## config.mk

```make
export PLATFORM = sky130hd
export DESIGN_NAME = seg_scan
export DESIGN_NICKNAME = d
export VERILOG_FILES = /design/src/rtl/seg_scan.sv
export SDC_FILE = /design/constraint.sdc
export NUM_CORES = 1
export LEC_CHECK = 0
export CAP_MARGIN = 20
export CORE_UTILIZATION = 48
export DETAILED_ROUTE_END_ITERATION = 10
export HOLD_SLACK_MARGIN = 0.06
export PLACE_DENSITY_LB_ADDON = 0.2
export REMOVE_ABC_BUFFERS = 1
export SYNTH_ARGS = -nofsm -noshare
export SYNTH_HDL_FRONTEND = slang
export SYNTH_SLANG_ARGS = --single-unit
```

## constraint.sdc

```tcl
create_clock -name clk_i -period 2.1 [get_ports clk_i]
set_input_delay 0.63 -clock clk_i [delete_from_list [all_inputs] [get_ports clk_i]]
set_output_delay 0.63 -clock clk_i [all_outputs]
set_load 0.005 [all_outputs]
```

## src/rtl/seg_scan.sv

```systemverilog
// seg_scan: time-multiplexed driver for an 8-digit common-anode 7-segment display.
// A prescaler divides clk_i into digit slots. A digit index walks 0..7, and a
// shadow copy of the per-digit segment patterns is taken once per frame, so a
// frame is never torn.
// Compile-time option: define SEG_SCAN_BLANK_EN to blank both anodes and
// segments for the first BLANK_CYCLES cycles of every slot (anti-ghosting).
// Without it, BLANK_CYCLES has no effect.

module seg_scan #(
  parameter int unsigned DIV_MAX      = 50000,
  parameter int unsigned BLANK_CYCLES = 64
) (
  input  logic       clk_i,
  input  logic       rst_i,
  input  logic       en_i,
  input  logic [7:0] segs_i [7:0],
  output logic [7:0] an_o,
  output logic [7:0] seg_o,
  output logic       frame_done_o
);

  localparam int unsigned   CW       = $clog2(DIV_MAX);
  localparam logic [CW-1:0] CNT_LAST = CW'(DIV_MAX - 1);
  localparam logic [CW-1:0] CNT_ONE  = CW'(1);
  localparam logic [CW-1:0] CNT_ZERO = CW'(0);

`ifdef SEG_SCAN_BLANK_EN
  localparam bit BLANK_EN = 1'b1;
`else
  localparam bit BLANK_EN = 1'b0;
`endif

  // Active-low one-cold anode pattern for a digit index.
  function automatic logic [7:0] anode_decode(input logic [2:0] digit);
    logic [7:0] pat;
    case (digit)
      3'd0:    pat = 8'hFE;
      3'd1:    pat = 8'hFD;
      3'd2:    pat = 8'hFB;
      3'd3:    pat = 8'hF7;
      3'd4:    pat = 8'hEF;
      3'd5:    pat = 8'hDF;
      3'd6:    pat = 8'hBF;
      3'd7:    pat = 8'h7F;
      default: pat = 8'hFF;
    endcase
    return pat;
  endfunction

  // True while the slot is still inside its dead-time window.
  function automatic logic in_blank(input logic [CW-1:0] cnt);
    logic [31:0] cnt_ext;
    logic        blank;
    cnt_ext = 32'(cnt);
    if (BLANK_EN) begin
      blank = (cnt_ext < BLANK_CYCLES);
    end else begin
      blank = 1'b0;
    end
    return blank;
  endfunction

  // State registers
  logic [CW-1:0] cnt_q,    cnt_d;
  logic [2:0]    idx_q,    idx_d;
  logic [7:0]    shadow_q [7:0];
  logic [7:0]    shadow_d [7:0];
  logic          pend_q,   pend_d;   // snapshot owed after reset release
  logic [7:0]    an_q,     an_d;
  logic [7:0]    seg_q,    seg_d;
  logic          frame_q,  frame_d;

  // Combinational helpers
  logic          slot_wrap_s;
  logic          frame_wrap_s;
  logic          load_s;

  // Next-state and output decode; outputs are computed from the post-edge state.
  always_comb begin
    cnt_d        = cnt_q;
    idx_d        = idx_q;
    shadow_d     = shadow_q;
    pend_d       = pend_q;
    an_d         = 8'hFF;
    seg_d        = 8'hFF;
    frame_d      = 1'b0;
    slot_wrap_s  = 1'b0;
    frame_wrap_s = 1'b0;
    load_s       = 1'b0;

    if (en_i) begin
      slot_wrap_s  = (cnt_q == CNT_LAST);
      frame_wrap_s = slot_wrap_s && (idx_q == 3'd7);
      load_s       = frame_wrap_s || pend_q;

      if (slot_wrap_s) begin
        cnt_d = CNT_ZERO;
        idx_d = idx_q + 3'd1;
      end else begin
        cnt_d = cnt_q + CNT_ONE;
        idx_d = idx_q;
      end

      // Snapshot takes the value present at this very edge.
      if (load_s) begin
        for (int k = 0; k < 8; k++) begin
          shadow_d[k] = segs_i[k];
        end
      end else begin
        shadow_d = shadow_q;
      end

      pend_d  = 1'b0;
      frame_d = frame_wrap_s;

      if (in_blank(cnt_d)) begin
        an_d  = 8'hFF;
        seg_d = 8'hFF;
      end else begin
        an_d  = anode_decode(idx_d);
        seg_d = shadow_d[idx_d];
      end
    end else begin
      // Disabled: scan frozen, display dark, no pulse.
      an_d    = 8'hFF;
      seg_d   = 8'hFF;
      frame_d = 1'b0;
    end
  end

  // State and output registers; reset overrides every other update.
  always_ff @(posedge clk_i) begin
    if (rst_i) begin
      cnt_q   <= CNT_ZERO;
      idx_q   <= 3'd0;
      pend_q  <= 1'b1;
      an_q    <= 8'hFF;
      seg_q   <= 8'hFF;
      frame_q <= 1'b0;
      for (int k = 0; k < 8; k++) begin
        shadow_q[k] <= 8'hFF;
      end
    end else begin
      cnt_q   <= cnt_d;
      idx_q   <= idx_d;
      pend_q  <= pend_d;
      an_q    <= an_d;
      seg_q   <= seg_d;
      frame_q <= frame_d;
      for (int k = 0; k < 8; k++) begin
        shadow_q[k] <= shadow_d[k];
      end
    end
  end

  assign an_o         = an_q;
  assign seg_o        = seg_q;
  assign frame_done_o = frame_q;

endmodule

```

# Word-level counts from Yosys, hierarchy flattened
# Memories as Yosys holds them, arrays and structs flattened. A register that Yosys moved wholly into a read port is not among the register bits.
# Cells that the tools add are included.
# W data, S select, Z words.
# word_totals
inputBits	67
elab_cells	32
register_bits	93
romBits	64
memories	1
out_inout_bits	17
mem_bits_rw	0
latch_bits	0
# op_classes
bitwise_logic	1
addsub	2
magnitude_cmp	1
eq_ne	2
mul	0
n_div	0
shifts	0
n_mux	8
reduce_logical	4
# mem_list
name	depth	width	read_ports	rd_ports_with_merged_regs	write_ports	line_no	rtl
(name not given)	8	8	1	1	0	36	case (digit)
# ops
op	count
$mux W64	2
$bmux W8 S3	1
$add A16 B1 Y16 const B	1
$eq A16 B16 Y1 const B	1
$mux W16	1
$mux W8	1
$mux W3	2
$lt A3 B4 Y1 const B	1
$add A3 B1 Y3 const B	1
$eq A3 B3 Y1 const B	1
$reduce_or A3 Y1	1
$reduce_or A2 Y1	1
$logic_and A1 B1 Y1	1
$logic_or A1 B1 Y1	1
$mux W1	1
$not A1 Y1	1

# Logic depth before layout (Yosys ltp)
# logic_depth
depth_word	7
depth_mapped	9
depth_no_buf	7

# Worst setup path before layout
# No wires, ideal clock.
# synth_timing
kind	register to register
startpoint	reg idx_q[1]
endpoint	reg seg_q[5] (netlist: seg_o[5])
synth_period_minus_slack_ns	2.264
setup_ns	0.138
required_ns	1.962
t_arrival_ns	2.127
path_stages_with_launch	10
n_path_buf	2
path_slack_ns	-0.164
path_cell_list	dfxtp_1 -> ha_1 -> ha_1 -> and4b_1 -> a41oi_2 -> buf_6 -> buf_2 -> mux2_2 -> a222oi_1 -> a22oi_1
# synth_between
elab_chain_len	7
word_cells_on_any_way	10
cone_classes	1 x add/sub; 1 x eq/ne; 6 x mux; 2 x reduce/logical
# synth_lines
element	line_no	rtl
start, declared	65	logic [2:0] idx_q, idx_d;
start signal, assigned	145	idx_q <= idx_d;
branches (longest 5 deep; another with $add A3 B1 Y3)	-	
$bmux W8 S3 *	121	seg_d = shadow_d[idx_d];
$mux W8 (not written as such) *	121	
end signal, assigned	148	seg_q <= seg_d;
end, declared	70	logic [7:0] seg_q, seg_d;
# Every way passes the cells marked *. The select of a mux whose other input is x is not followed.
# A chain may end at the register's enable or synchronous reset.

# Worst setup path in the final report
# layout_timing
startpoint	reg idx_q[1]
endpoint	reg seg_q[7] (netlist: seg_o[7])
# Same word-level chain as after synthesis.

==> impl_metrics.toml <==
[sta]
fin_crit_ns = 2.34
slew_viol_final = 0
report.final.setup_viol = 72
rsz0062_at_grt = "yes"
worst_pin_slew_ns = 0.359
hold_slack_ns = 0.468
fmax_mhz = 427
hold_viol = 0
finClkSkew_ns = 0.0171
slew_headroom_pct = 76.0
fin_ws_ns = -0.242
period_share_pct = 112

[detailed_routing]
antenna_left = 0
wirelength_um = 14400
first_iter_violations = 241
post_drt_wl_per_cell_um = 17.4
vias = 4551
vias_per_cell = 5.51
first_pass_iters = 8
drc = 0

[grt]
grt_pass1_vias = 4485
grt_max_degree = 71
grt_pass1_wl_um = 21700
grt_usage_pct = 24.7
antenna_found_initial = 0
gr-total-overflow = 0

[job]
maxCapViolCount = 0

[cts]
path_clk_slew_ns = 0.10
cts_root_buf = "clkbuf_8"
h-tree-depth = 3
cts_made_buffers = 9
clock_sinks = 101
cts_tree = "done"
clk_latency_ns = 0.38
cts_buffer_depth = 2

[layout]
final_cells = 826
multiInputGateArea_sq_mm = 0.00271
drive_gt1_share_pct = 25.9
areaGrowthSynthToFinish_pct = 42.1
mostFrequentLayoutCells = "dfxtp_1 (97), nor2_1 (86), clkdlybuf4s50_1 (82)"
nets = 755
final_common_cell = "dfxtp_1"
diodes = 0
fillers = 759
seq_area_sq_mm = 0.00203

[logic_synthesis]
synth_cell_types = 38
synth_edf_count = 0
yosys.area.top_type = "dfxtp_1"
synth-main-ff-cell = "dfxtp_1"
synth_seq_cells = 101
ys_seq_area_share_pct = 40.1
synthArstFlopShare_pct = 0
syn_inst = 547
synth_top_area_share_pct = 40.1
yosys-top-cells-area = "dfxtp_1 (40%), mux2_2 (11%), a211o_1 (11%)"
yosysWarnings = 0
post_synth.cell_area_avg_sq_um = 9.23
syn-cell-area_sq_mm = 0.00505

[status]
status = "finished, violations left"
violations = "setup timing"

[power_and_ir_drop]
peakVddDrop_mv = 0.431
power_uw = 4300
power_density_mw_per_mm2 = 599
p_leak_uw = 0.00311

[placement]
globalplace.congestion = 0.795
place_hpwl_um = 8340
post-place-cells = 788
io_buffers = 83
pre_cts_ws_ns = -0.359

[floorplanning]
start_util_pct = 49.1
floorplan.die_area_sq_mm = 0.0109
rows = 37
chipWidth_um = 105
die_y_um = 105
num_io_pins = 84
fp.coreArea_sq_mm = 0.0103

[hold_path]
min_path_type = "flip-flop to flip-flop"

[critical_path]
arrival_ns = 2.58
critical_path_required_ns = 2.34
path_class = "flip-flop to flip-flop"
cp-end-kind = "flip-flop"
critPathMaxFanout = 10
cp-start-kind = "flip-flop"
==> sequential cells by signal, summed over array words and instances, names as in the netlist <==
register      flops
shadow_q         64
cnt_q            16
an_o              8
seg_o             8
idx_q             3
frame_done_o      1
pend_q            1
==> through the flow <==
| step | setup TNS [ns] | instance area, sq um | utilization, % |
|---|---|---|---|
| global route | -17.36 | 7170 | 69.8 |
| detailed placement | -20.90 | 6390 | 62.2 |
| global placement | -16.35 | 6390 | 62.2 |
| CTS | -8.49 | 6970 | 67.8 |
| floorplan | -257.79 | 4850 | - |
| finish | -11.90 | 7170 | 69.8 |
==> final timing paths <==
| check | start | to | slack (ns) | cells past startpoint |
|---|---|---|---|---|
| min | shadow_q[45]$_SDFFE_PP1P_ | shadow_q[45]$_SDFFE_PP1P_ | 0.47 | 1 |
| max | idx_q[1]$_SDFFE_PP0P_ | seg_o[7]$_SDFF_PP1_ | -0.24 | 10 |
| max reg2reg | idx_q[1]$_SDFFE_PP0P_ | seg_o[7]$_SDFF_PP1_ | -0.24 | 10 |
| min reg2reg | shadow_q[45]$_SDFFE_PP1P_ | shadow_q[45]$_SDFFE_PP1P_ | 0.47 | 1 |
==> worst max-delay path, cell delays in order, from the launching register on <==
cell and delay, ns:
dfxtp_2 0.35, ha_4 0.16, ha_4 0.14, and4b_1 0.21, a41oi_4 0.17, buf_6 0.16
buf_4 0.13, buf_16 0.13, mux2_2 0.35, a211oi_2 0.25, a22oi_1 0.15
==> cells in the mapped netlist (all sizes together), types with 2 or more instances <==
master	number
a211oi	9
mux2	66
buf	19
a211o	64
xor2	8
nand4	5
a222oi	16
inv	68
nor2b	3
nand2b	5
mux2i	2
dfxtp	101
clkbuf	20
and4	4
nor4b	2
xnor2	8
a21boi	8
a22oi	8
nor2	90
nand2	18
ha	3
a21oi	4
a41oi	2
nand3	6
==> routing by layer <==
layer  share of wire (%)  GRT usage [%]
met4                 2.9           10.6
met5                   0              0
met3                 6.4           3.62
met2                  48           42.2
met1                  42           31.0
==> where the power goes <==
| group | switching (uW) | internal [uW] |
|---|---|---|
| clock | 752 | 608 |
| sequential | 58.5 | 2020 |
| combinational | 339 | 518 |
| total | 1150 | 3150 |
==> kinds of logic after synthesis <==
kind of cell	count (synthesis)	share of synthesized area, %
simple gates	140	12.9
flops	101	40.1
compound gates	112	19.0
mux	68	15.6
buf+inv	107	8.87
fa+ha+maj	3	0.744
xor+xnor	16	2.78
==> area by class of cell <==
class | instances | area share (%)
timing repair buffer | 165 | 25.1
sequential | 101 | 28.3
tap | 136 | 2.37
clock inverter | 6 | 1.08
multi-input combinational | 340 | 37.8
inverter | 68 | 3.56
clock buffer | 10 | 1.92
==> timing repair <==
action / in CTS / in global routing
buffers inserted: 7 / 4
hold buffers: 0 / 0
setup endpoints to repair: 74 / 75
cloned: 6 / 6
endpoints found under the hold margin: 0 / 0
gates resized for setup: 42 / 16
pin swaps: 20 / 9
Note: power is estimated with default switching activity, not from simulation.
